==> config.mk <==
export PLATFORM = sky130hd
export DESIGN_NAME = psum_ofifo
export DESIGN_NICKNAME = d
export VERILOG_FILES = /design/src/rtl/psum_ofifo_pkg.sv /design/src/rtl/psum_ofifo_lane.sv /design/src/rtl/psum_ofifo.sv
export SDC_FILE = /design/constraint.sdc
export NUM_CORES = 2
export LEC_CHECK = 0
export BUFFER_PORTS_ARGS = -buffer_cell sky130_fd_sc_hd__buf_2
export CORE_AREA = 2 2 638 640
export DETAILED_ROUTE_END_ITERATION = 16
export DIE_AREA = 0 0 640 642
export PLACE_DENSITY = 0.66
export SLEW_MARGIN = 40
export SYNTH_ARGS = -nofsm -noshare
export SYNTH_HDL_FRONTEND = slang
export SYNTH_HIERARCHICAL = 1
export SYNTH_SLANG_ARGS = --single-unit
==> constraint.sdc <==
create_clock -name clk -period 6.6 [get_ports clk]
set_input_delay 0.33 -clock clk [delete_from_list [all_inputs] [get_ports clk]]
set_output_delay 0.33 -clock clk [all_outputs]
set_load 0.02 [all_outputs]
==> src/rtl/psum_ofifo_pkg.sv <==
// Shared sizing for the partial-sum output FIFO.
// Each lane entry packs both psum halves as {s1, s0}.
package psum_ofifo_pkg;

    localparam int PSUM_BW_DEF = 16;
    localparam int ENTRY_W_DEF = 2 * PSUM_BW_DEF;

    function automatic int entry_w(input int psum_bw);
        return 2 * psum_bw;
    endfunction

    // The occupancy counter must represent 0..depth inclusive.
    function automatic int cnt_w(input int depth);
        return $clog2(depth) + 1;
    endfunction

endpackage

==> src/rtl/psum_ofifo_lane.sv <==
// Single-column FIFO lane: storage, read/write pointers and occupancy count.
// The pop request is only ever raised while the lane holds data.
module ofifo_lane
    import psum_ofifo_pkg::*;
#(
    parameter int DW    = ENTRY_W_DEF,
    parameter int DEPTH = 16
) (
    input  logic          clk,
    input  logic          reset,
    input  logic          wr,
    input  logic          pop,
    input  logic [DW-1:0] din,
    output logic [DW-1:0] dout,
    output logic          empty,
    output logic          full,
    output logic          drop
);

    localparam int AW = $clog2(DEPTH);
    localparam int CW = cnt_w(DEPTH);

    logic [DW-1:0] mem_q [DEPTH];
    logic [AW-1:0] wptr_q, wptr_d;
    logic [AW-1:0] rptr_q, rptr_d;
    logic [CW-1:0] cnt_q, cnt_d;
    logic          push;

    always_comb begin
        empty = (cnt_q == '0);
        full  = (cnt_q == CW'(DEPTH));
        // A full lane can still accept a write when the same edge frees a slot.
        push  = wr && (!full || pop);
        drop  = wr && full && !pop;

        wptr_d = wptr_q;
        rptr_d = rptr_q;
        cnt_d  = cnt_q;
        if (push) wptr_d = wptr_q + AW'(1);
        if (pop)  rptr_d = rptr_q + AW'(1);
        if (push && !pop)      cnt_d = cnt_q + CW'(1);
        else if (pop && !push) cnt_d = cnt_q - CW'(1);
    end

    always_ff @(posedge clk) begin
        if (reset) begin
            wptr_q <= '0;
            rptr_q <= '0;
            cnt_q  <= '0;
        end else begin
            wptr_q <= wptr_d;
            rptr_q <= rptr_d;
            cnt_q  <= cnt_d;
        end
    end

    // Storage is data only; stale contents are unreachable once pointers reset.
    always_ff @(posedge clk) begin
        if (push) mem_q[wptr_q] <= din;
    end

    assign dout = mem_q[rptr_q];

endmodule

==> src/rtl/psum_ofifo.sv <==
// Output collection FIFO below the last MAC row: per-column lanes absorb the
// diagonal skew and present a full aligned psum row once every lane has data.
module psum_ofifo
    import psum_ofifo_pkg::*;
#(
    parameter int psum_bw = 16,
    parameter int col     = 8,
    parameter int depth   = 16
) (
    input  logic                   clk,
    input  logic                   reset,
    input  logic [psum_bw*col-1:0] in_s0,
    input  logic [psum_bw*col-1:0] in_s1,
    input  logic [col-1:0]         wr,
    input  logic                   cfg_2b,
    input  logic                   rd,
    output logic [psum_bw*col-1:0] out_s0,
    output logic [psum_bw*col-1:0] out_s1,
    output logic                   o_valid,
    output logic                   o_full,
    output logic                   o_ready,
    output logic                   o_ovf
);

    localparam int EW = entry_w(psum_bw);

    logic [EW-1:0]  lane_din  [col];
    logic [EW-1:0]  lane_dout [col];
    logic [col-1:0] lane_empty;
    logic [col-1:0] lane_full;
    logic [col-1:0] lane_drop;
    logic           pop;
    logic           ovf_q, ovf_d;

    for (genvar g = 0; g < col; g++) begin : g_lane
        // In 4-bit mode the upper half carries no information and is stored as zero.
        assign lane_din[g] = {(cfg_2b ? in_s1[psum_bw*g +: psum_bw] : {psum_bw{1'b0}}),
                              in_s0[psum_bw*g +: psum_bw]};

        ofifo_lane #(
            .DW    (EW),
            .DEPTH (depth)
        ) u_lane (
            .clk   (clk),
            .reset (reset),
            .wr    (wr[g]),
            .pop   (pop),
            .din   (lane_din[g]),
            .dout  (lane_dout[g]),
            .empty (lane_empty[g]),
            .full  (lane_full[g]),
            .drop  (lane_drop[g])
        );
    end

    always_comb begin
        o_valid = ~|lane_empty;
        o_full  = |lane_full;
        o_ready = ~o_full;
        pop     = rd && o_valid;
        ovf_d   = ovf_q || (|lane_drop);
        out_s0  = '0;
        out_s1  = '0;
        for (int i = 0; i < col; i++) begin
            if (o_valid) begin
                out_s0[psum_bw*i +: psum_bw] = lane_dout[i][psum_bw-1:0];
                out_s1[psum_bw*i +: psum_bw] = lane_dout[i][EW-1:psum_bw];
            end
        end
    end

    always_ff @(posedge clk) begin
        if (reset) ovf_q <= 1'b0;
        else       ovf_q <= ovf_d;
    end

    assign o_ovf = ovf_q;

endmodule

==> impl_metrics.tcl <==
set metrics [dict create \
    tns_ns 0 \
    final.hold.worst_slack_ns 0.0899 \
    end_kind "output pin" \
    grt_pass1_vias 84500 \
    final_period_util_pct 78.5 \
    cts.repair.resized 0 \
    run_status "finished, final reports clean" \
    crit_required_ns 6.27 \
    data_arrival_at_the_endpoint_of_the_critical_path_ns 4.85 \
    drive_above_1_share_pct 31.5 \
    clkLatencyLatePin_ns 1.00 \
    global_route.usage.total_pct 18.7 \
    synth-seq-cells 4233 \
    syn_avg_cell_area_um2 20.8 \
    overall_overflow_remaining_after_global_route 0 \
    postSynthCellCount 7929 \
    synth.lib_cells_used.distinct 42 \
    final_stage_net_count 9298 \
    synthFlopType "edfxtp_1" \
    maximum_level_of_the_cts_h_tree 5 \
    antenna_violating_nets_post_route 0 \
    timing_hold_violations_final 0 \
    pin_count_of_the_biggest_net_entering_global_routing 76 \
    finalCriticalPeriod_ns 5.18 \
    p_leak_nw 62.2 \
    design.core.area_um2 404000 \
    cellPowerDensity_nw_per_um2 323 \
    cts_root_buf "clkbuf_16" \
    synth_enable_flop_cells 4096 \
    synth_async_sr_flop_share_pct 0 \
    first_pass_grt_wire_length_um 574000 \
    grt_use_met2_pct 31.8 \
    hp-class "primary input to flip-flop" \
    tritoncts "yes" \
    postLayoutCoreUtil_pct 48.0 \
    cts_inserted_buffers 425 \
    rr_worst_depth 10 \
    die-width_um 640 \
    timing.max_slew.rel_slack_pct 43.2 \
    grt_most_used_layer "met2" \
    vias 81500 \
    drc 0 \
    drt-pass1-iter-count 5 \
    num_io_pins 528 \
    timing.hold.worst_path_depth 2 \
    grtUsageMet1_pct 24.8 \
    wire_per_inst_um 26.4 \
    timing.critical_path.from_type "flip-flop" \
    tightestPinTransition_ns 0.852 \
    critPathMaxFanout 54 \
    cts.sinks 4233 \
    cap_viol_max_count 0 \
    dp_hpwl_um 241000 \
    grt_setup_unrepaired "false" \
    drv_slew 0 \
    vertical_extent_of_the_die_um 642 \
    first_iter_violations 8263 \
    regToRegStartpoint "g_lane[1].u_lane/cnt_q[0]" \
    grt_use_met3_pct 2.46 \
    antenna_found_initial 52 \
    postSynthNetCount 8277 \
    yosysSeqAreaShare_pct 76.2 \
    gp_routability_congestion 0.801 \
    max_clock_freq_ghz 0.193 \
    fp-row-count 234 \
    min_from "in_s1[22]" \
    initial_core_util_pct 40.8 \
    synthDominantCellAreaShare_pct 74.5 \
    fp.dieArea_um2 411000 \
    crit_start "g_lane[1].u_lane/cnt_q[0]" \
    register_clock_pin_slew_on_the_reported_worst_setup_and_hold_paths_ns 0.06 \
    synth.top_cells.by_area "edfxtp_1, mux4_2, a22oi_1" \
    area_of_the_mapped_netlist_um2 165000 \
    wl_um 391000 \
    clock_skew_ns 0.0901 \
    place.port_buffers 527 \
    ys.warnings.count 6 \
    peakVddDrop_v 0.000277 \
    setup_viol_count_final 0 \
    crit_type "flip-flop to output pin" \
    yosysTopAreaCell "edfxtp_1" \
    area_growth_syn_to_layout_pct 17.7 \
    viasPerCell 5.51 \
    clock_path_buffers 4 \
]
logic make-up after synthesis:
group	after synthesis	share of synthesized area [%]
flip-flops	4233	76.2
AND/OR/NAND/NOR	1135	3.92
multiplexers	1055	14.2
buffers and inverters	783	2.06
AO/OA/AOI/OAI	587	2.73
adder cells (fa/ha/maj)	80	0.643
XOR/XNOR	56	0.297
worst max-delay path, cell delays in order (launching register included):
cell and delay, ns:
dfxtp_1 0.35, or4_4 0.59, nor2_1 0.51, or4_4 0.60, buf_4 0.42, buf_16 0.26
buf_4 0.70, nor3_1 0.17, buf_2 0.21
layout make-up:
type                            count  area, µm²
Fill cell                       32300     210000
Sequential cell                  4233     126000
Multi-Input combinational cell   2913      37000
Clock buffer                      489      11000
Timing Repair Buffer             1051       9390
Tap cell                         5428       6790
Clock inverter                    302       2890
Inverter                          326       1220
Antenna cell                       48        120
through the flow:
stage / area (µm²) / setup WS [ns] / total power [mW] / std cells
2_1_floorplan: 165000 / 1.16 / 36.9 / 7929
3_3_place_gp: 175000 / 1.56 / 39.1 / 13600
3_5_place_dp: 178000 / 1.49 / 39.6 / 13700
4_1_cts: 194000 / 1.28 / 63.4 / 14700
5_1_grt: 194000 / 1.24 / 64.9 / 14800
6_report: 194000 / 1.42 / 62.8 / 14800
repair_timing:
action | CTS | global route
setup endpoints to repair | 0 | 0
buffers inserted | 0 | 0
hold buffers | 227 | 0
hold endpoints to repair | 3515 | 0
flip-flops by register name (all words and copies together) (netlist names), named ones only:
register	flops
g_lane.u_lane/cnt_q	40
g_lane.u_lane/mem_q	4096
g_lane.u_lane/rptr_q	32
g_lane.u_lane/wptr_q	32
o_ovf	1
cells in the mapped netlist, types with 9 or more instances:
cell type	count
nor2_1	284
dfxtp_1	137
xor2_1	39
mux4_2	1024
mux2i_1	23
xnor2_1	17
ha_1	72
nand2_1	296
nor2b_1	16
nor4_1	18
clkbuf_1	229
a22oi_1	512
nand3_1	34
buf_6	25
nor3_2	229
buf_1	25
or3_1	9
nor3_1	61
inv_1	326
a21oi_1	40
and2_1	137
nand2b_1	16
edfxtp_1	4096
buf_4	20
clkbuf_2	15
buf_2	143
routing by layer:
metal | vias to the layer above | wire length (µm) | part of all wire (%)
met1 | 43400 | 156000 | 40
met2 | 2974 | 199000 | 51
li1 | 34600 | - | -
met4 | 8 | 13200 | 3.4
met5 | - | 55 | 0.014
met3 | 620 | 23700 | 6.1
final timing paths:
check / slack [ns] / to
worst max-delay path: 1.42 / out_s0[63]
worst max register to register: 1.60 / g_lane[0].u_lane/mem_q[0][30]
worst min-delay path: 0.09 / g_lane[1].u_lane/mem_q[9][22]
worst min register to register: 0.52 / flip-flop
where the power goes:
| part | total, mW | internal (mW) | leakage [nW] | switching, mW |
|---|---|---|---|---|
| clock network | 23.8 | 13.5 | 6.74 | 10.3 |
| logic | 8.16 | 2.68 | 17.1 | 5.48 |
| registers | 30.9 | 30.5 | 38.4 | 0.404 |
| total | 62.8 | 46.6 | 62.2 | 16.2 |
layout by cell type (no fill, tap or decap), types with 9 or more instances in the layout:
cell type	count
clkinv_16	11
nand3_1	34
a21oi_1	40
buf_2	525
nor2_4	104
nand2_1	296
or4_4	10
inv_1	326
and2_1	134
xnor2_1	17
buf_12	20
bufinv_16	38
clkinv_2	95
ha_1	72
edfxtp_1	4096
buf_8	59
buf_16	74
nor3_2	256
a22oi_1	512
dfxtp_1	121
nor2b_4	16
or3_1	9
clkinvlp_4	26
clkinv_4	9
nor4_1	17
inv_6	19
clkbuf_1	58
clkinv_1	94
nor3_1	28
diode_2	48
dlygate4sd3_1	227
nand2b_1	16
mux4_2	1024
xor2_1	39
mux2i_1	23
dfxtp_4	16
nor2_1	179
clkbuf_16	429
buf_6	13
buf_4	132
Note: power is estimated with default switching activity, not from simulation.
